==> config.mk <==
export PLATFORM = sky130hd
export DESIGN_NAME = cabac_byte_fetch_ctrl
export DESIGN_NICKNAME = d
export VERILOG_FILES = /design/src/rtl/cabac_pkg.sv /design/src/rtl/cabac_byte_fetch_ctrl_bits_needed.sv /design/src/rtl/cabac_byte_fetch_ctrl.sv
export SDC_FILE = /design/constraint.sdc
export NUM_CORES = 1
export LEC_CHECK = 0
export CAP_MARGIN = 25
export CORE_UTILIZATION = 45
export CTS_CLUSTER_DIAMETER = 100
export DETAILED_ROUTE_END_ITERATION = 12
export GPL_ROUTABILITY_DRIVEN = 0
export PLACE_DENSITY_LB_ADDON = 0.12
export SETUP_SLACK_MARGIN = 0.4
export SLEW_MARGIN = 20
export SYNTH_ARGS = -nofsm -noshare
export SYNTH_HDL_FRONTEND = slang
export SYNTH_SLANG_ARGS = --single-unit
==> constraint.sdc <==
create_clock -name clk -period 3.1 [get_ports clk]
set_input_delay 0.775 -clock clk [delete_from_list [all_inputs] [get_ports clk]]
set_output_delay 0.775 -clock clk [all_outputs]
set_load 0.005 [all_outputs]
==> src/rtl/cabac_pkg.sv <==
// Shared types and constants for the CABAC byte-fetch controller.
//   fetch_state_t : controller states IDLE / INIT / RUN / FETCH
//   bn_t          : signed 4-bit bits-needed counter value
//   BN_RESET_C    : counter value after reset or slice start
package cabac_pkg;

  typedef enum logic [1:0] {IDLE, INIT, RUN, FETCH} fetch_state_t;

  typedef logic signed [3:0] bn_t;

  localparam bn_t BN_RESET_C = bn_t'(-8);

endpackage

==> src/rtl/cabac_byte_fetch_ctrl_bits_needed.sv <==
// bitsNeeded datapath: combinational counter update for one decode step.
// Ports:
//   bn_in        : current signed counter
//   num_bits     : regular-path renorm shift amount
//   nbin         : bypass bin count minus 1
//   bypass       : 1 = bypass command
//   mps_lps      : path select (0 with mps_renorm=1 holds the counter)
//   mps_renorm   : renorm flag
//   bn_out       : next counter value
//   sum          : pre-wrap sum, used for value alignment
//   request_byte : a new bitstream byte is needed
module cabac_byte_fetch_ctrl_bits_needed
  import cabac_pkg::*;
(
  input  bn_t        bn_in,
  input  logic [2:0] num_bits,
  input  logic [1:0] nbin,
  input  logic       bypass,
  input  logic       mps_lps,
  input  logic       mps_renorm,
  output bn_t        bn_out,
  output bn_t        sum,
  output logic       request_byte
);

  logic [2:0] addend;
  logic       hold;

  always_comb begin
    addend       = bypass ? ({1'b0, nbin} + 3'd1) : num_bits;
    sum          = bn_in + bn_t'({1'b0, addend});
    hold         = !bypass && !mps_lps && mps_renorm;
    request_byte = !sum[3] && !hold;
    // sum in 0..7 wraps to sum-8, i.e. just set the sign bit
    if (hold)
      bn_out = bn_in;
    else if (sum[3])
      bn_out = sum;
    else
      bn_out = {1'b1, sum[2:0]};
  end

endmodule

==> src/rtl/cabac_byte_fetch_ctrl.sv <==
// CABAC byte-fetch controller: owns the bits-needed counter, accepts
// decode-step commands and stalls for bitstream bytes when the counter
// wraps. Also performs the slice-start initial byte load.
// Ports:
//   clk, rst_n            : clock, async active-low reset
//   start                 : begin slice / reinitialise (highest priority)
//   cmd_*                 : decode-step command handshake and fields
//   byte_valid/ready/in   : bitstream byte handshake
//   byte_load/out/init    : value-register byte shift pulse, data, init flag
//   bits_needed, shift_rb : registered counter and pre-wrap sum
//   init_done, busy       : initial load finished, not in RUN
//   byte_count            : saturating byte counter (CABAC_BYTE_FETCH_COUNT_EN)
module cabac_byte_fetch_ctrl
  import cabac_pkg::*;
#(
  parameter int unsigned INIT_BYTES = 2,
  parameter bn_t         BN_RESET   = BN_RESET_C
`ifdef CABAC_BYTE_FETCH_COUNT_EN
  ,
  parameter int unsigned COUNT_W    = 16
`endif
) (
  input  logic               clk,
  input  logic               rst_n,
  input  logic               start,
  input  logic               cmd_valid,
  output logic               cmd_ready,
  input  logic [2:0]         cmd_num_bits,
  input  logic [1:0]         cmd_nbin,
  input  logic               cmd_bypass,
  input  logic               cmd_mps_lps,
  input  logic               cmd_mps_renorm,
  input  logic               byte_valid,
  output logic               byte_ready,
  input  logic [7:0]         byte_in,
  output logic               byte_load,
  output logic [7:0]         byte_out,
  output logic               byte_init,
  output logic signed [3:0]  bits_needed,
  output logic signed [3:0]  shift_rb,
  output logic               init_done,
`ifdef CABAC_BYTE_FETCH_COUNT_EN
  output logic [COUNT_W-1:0] byte_count,
`endif
  output logic               busy
);

  fetch_state_t state, state_d;
  logic [7:0]   init_cnt;
  logic         cmd_hs, byte_hs, init_last;
  bn_t          bn_next, sum;
  logic         request_byte;

  cabac_byte_fetch_ctrl_bits_needed u_bits_needed (
    .bn_in        (bits_needed),
    .num_bits     (cmd_num_bits),
    .nbin         (cmd_nbin),
    .bypass       (cmd_bypass),
    .mps_lps      (cmd_mps_lps),
    .mps_renorm   (cmd_mps_renorm),
    .bn_out       (bn_next),
    .sum          (sum),
    .request_byte (request_byte)
  );

  // start masks both handshakes so nothing is consumed in a restart cycle
  always_comb begin
    cmd_ready  = (state == RUN) && !start;
    byte_ready = ((state == INIT) || (state == FETCH)) && !start;
    cmd_hs     = cmd_valid && cmd_ready;
    byte_hs    = byte_valid && byte_ready;
    init_last  = (state == INIT) && (init_cnt == 8'(INIT_BYTES - 1));
    busy       = (state != RUN);
  end

  always_comb begin
    state_d = state;
    if (start) begin
      state_d = INIT;
    end else begin
      case (state)
        IDLE:    state_d = IDLE;
        INIT:    if (byte_hs && init_last) state_d = RUN;
        RUN:     if (cmd_hs && request_byte) state_d = FETCH;
        FETCH:   if (byte_hs) state_d = RUN;
        default: state_d = IDLE;
      endcase
    end
  end

  always_ff @(posedge clk or negedge rst_n) begin
    if (!rst_n) state <= IDLE;
    else        state <= state_d;
  end

  always_ff @(posedge clk or negedge rst_n) begin
    if (!rst_n) begin
      bits_needed <= BN_RESET;
      shift_rb    <= '0;
      byte_out    <= '0;
      byte_load   <= 1'b0;
      byte_init   <= 1'b0;
      init_done   <= 1'b0;
      init_cnt    <= '0;
    end else begin
      byte_load <= byte_hs;
      byte_init <= byte_hs && (state == INIT);
      if (byte_hs) byte_out <= byte_in;
      if (start) begin
        bits_needed <= BN_RESET;
        init_cnt    <= '0;
        init_done   <= 1'b0;
      end else begin
        if (byte_hs && (state == INIT)) begin
          init_cnt <= init_cnt + 8'd1;
          if (init_last) init_done <= 1'b1;
        end
        if (cmd_hs) begin
          bits_needed <= bn_next;
          shift_rb    <= sum;
        end
      end
    end
  end

`ifdef CABAC_BYTE_FETCH_COUNT_EN
  always_ff @(posedge clk or negedge rst_n) begin
    if (!rst_n)                           byte_count <= '0;
    else if (start)                       byte_count <= '0;
    else if (byte_hs && byte_count != '1) byte_count <= byte_count + 1'b1;
  end
`endif

endmodule

==> qor.csv <==
metric,value,unit
status,"finished, violations left",
violations,DRC,
r2r_end,init_cnt[7],
track_usage,19.38,%
synth_nets,149,
hold_viol_final,0,
drv_cap,0,
post-route-period-util,81.75,%
final_max_slew_viol_count,0,
drive_above_1_share,12.12,%
worst_slew_margin_rel,60.76,%
cp-startpoint,start,
holdPathStages,2,
hold_class,flip-flop to flip-flop,
place.port_buffers,41,
synth_area_leaders,"dfrtp_1 (51%), mux2_2 (11%), ha_1 (5.5%), mux2i_1 (2.9%), inv_1 (2.7%)",
synthCells,121,
synth_top_cell_by_area,dfrtp_1,
rows,19,
rrSetupSlack,1370,ps
dp_worst_setup_slack,328.5,ps
detail_route.wirelength,2895,um
p_total,0.7776,mW
endpoint_kind,output port,
start_util,48.39,%
worstHoldStart,shift_rb[1],
p_leak,0.8139,nW
drt_iter0_drc,63,
diodes,0,
hpwlAfterDp,2262,um
cp_max_fo,3,
setup_ws,565.9,ps
routedWlPerCell,14.77,um
critical_path_class,primary input to output port,
syn-cell-area,1369,sq um
cts_hold_buf,0,
dr.pass1.iters,8,
cts_tree,yes,
syn_to_final_growth,35.56,%
synth_seq_cells,28,
critical_path.max_stage_delay,530,ps
placed_area,1821,sq um
peakVddDrop,264.4,uV
vias_per_cell,5.459,
avgSynthCellArea,11.31,sq um
hold_path_end,shift_rb[1],
synth_top_area_share,51.19,%
worstSetupStartpointType,primary input,
yosysWarnings,0,
numCtsBuffers,3,
core,2829,sq um
ios,43,
worst-r2r-cell-count,3,
cp.required,2320,ps
grt_pass1_wl,4892,um
route.detailed.drc,4,
cts.sinks,28,
clockBufferDepth,2,
overflow,0,
via_count,1070,
crit_slowest_cell,clkdlybuf4s50_1,
clock_latency,320,ps
crit_chain,dlygate4sd2_1 > nor2b_1 > clkdlybuf4s50_1,
final_area,1856,sq um
cts_root_buf,clkbuf_4,
rsz0062_at_grt,false,
powerDensity,419.1,nW/um^2
cp.arrival,1760,ps
period_needed,2534,ps
seq_area_frac_synth,51.19,%
ant_nets,0,
fp.dieH,57.15,um
finClkSkew,9.715,ps
finalSetupTns,0,ps
grt_pass1_vias,1139,
grt_max_degree,29,
antenna_found_initial,0,
fp.dieW,57.15,um
htreeDepth,1,
r2r_start,state[1],
path_clk_slew,150,ps
fillCellCount,223,
tightest_slew,583.3,ps
setup_viol,0,
fin_nets,194,
die_area,3266,sq um
yosysUniqueCellTypes,31,
fmax,0.3946,GHz
-- final cells by class --
cell class	count	area, sq um	area share (%)
flip-flops and latches	28	700.7	37.76
multi-input cells	79	610.6	32.91
inverters	10	37.54	2.023
clock buffers	4	36.28	1.955
well taps	31	38.79	2.090
repair buffers	44	431.7	23.26
-- power by group --
| part | leakage [nW] | switching (mW) | internal, mW |
|---|---|---|---|
| Sequential | 0.364 | 0.0239 | 0.401 |
| Combinational | 0.429 | 0.0637 | 0.115 |
| Clock | 0.0210 | 0.103 | 0.0718 |
| Total | 0.814 | 0.190 | 0.587 |
-- worst max-delay path by stage --
stage                     cells past startpoint         end  slack (ps)
final                                         3  byte_ready         570
after global routing                          3  byte_ready         500
after CTS                                     3  byte_ready         570
after detailed placement                      7    state[0]         330
after global placement                        3  byte_ready         360
after floorplan                               6    state[0]         940
-- registers in the layout, summed over array words and instances (netlist names) --
name and count:
byte_load 1, init_done 1, bits_needed 3, byte_init 1, state 2, byte_out 8, shift_rb 4, init_cnt 8
-- per-stage QoR --
step                utilization (%)  hold WS, ps  std cells
finish                        65.59        499.8        196
detailed placement            64.35        474.1        192
CTS                           65.59        507.7        196
global placement              64.35        459.9        192
floorplan                         -        469.1        121
global route                  65.59        539.5        196
-- routing by layer --
metal	GRT usage [%]	wire length, um	vias to the layer above
met1	23.01	1249	530
met2	35.46	1507	24
met3	3.628	119	2
met5	0	0	-
li1	-	-	514
met4	5.923	19	0
-- worst max-delay path: cells and delay by family --
kind,cells,cell delay (ps)
buf+inv,2,810
simple gates,1,180
-- Yosys cell counts --
library cell / number
mux2_2: 13
nor2b_1: 2
a41oi_1: 1
inv_1: 10
nor3_1: 1
o31ai_1: 3
buf_4: 1
nand4_1: 2
mux2i_1: 4
clkbuf_1: 2
a21oi_1: 7
nand2b_1: 4
a211oi_1: 1
ha_1: 6
a211o_1: 1
or4_1: 3
conb_1: 1
dfrtp_1: 28
nor2_1: 5
nand3_1: 4
nor4_1: 1
fa_1: 1
nand4bb_1: 2
o311ai_0: 1
o21ai_0: 4
nor3b_1: 2
a21o_1: 2
xor2_1: 1
nand3b_1: 1
buf_2: 1
nand2_1: 6
-- repair_timing --
action,CTS,global route
setup endpoints to repair,2,0
gates resized for setup,1,0
buffers inserted,0,0
-- layout by cell type (no fill, tap or decap), drive strengths merged, types with 2 or more instances in the layout --
cell type,instances
a21o,2
nor2,5
nor2b,2
or4,3
a21oi,7
nor3b,2
nand2b,4
o21ai,4
buf,3
clkdlybuf4s50,40
dfrtp,28
nand4bb,2
mux2,13
nand2,6
o31ai,3
nand3,4
mux2i,4
ha,6
nand4,2
clkbuf,4
inv,10
-- logic make-up after synthesis --
logic type,count (synthesis),synth area share [%]
fa+ha+maj,7,6.947
other cells,1,0.2740
flops,28,51.19
compound gates,20,9.232
simple gates,33,13.89
xor+xnor,1,0.6400
mux,17,13.62
buf+inv,14,4.205
(Power assumes the default switching activity.)
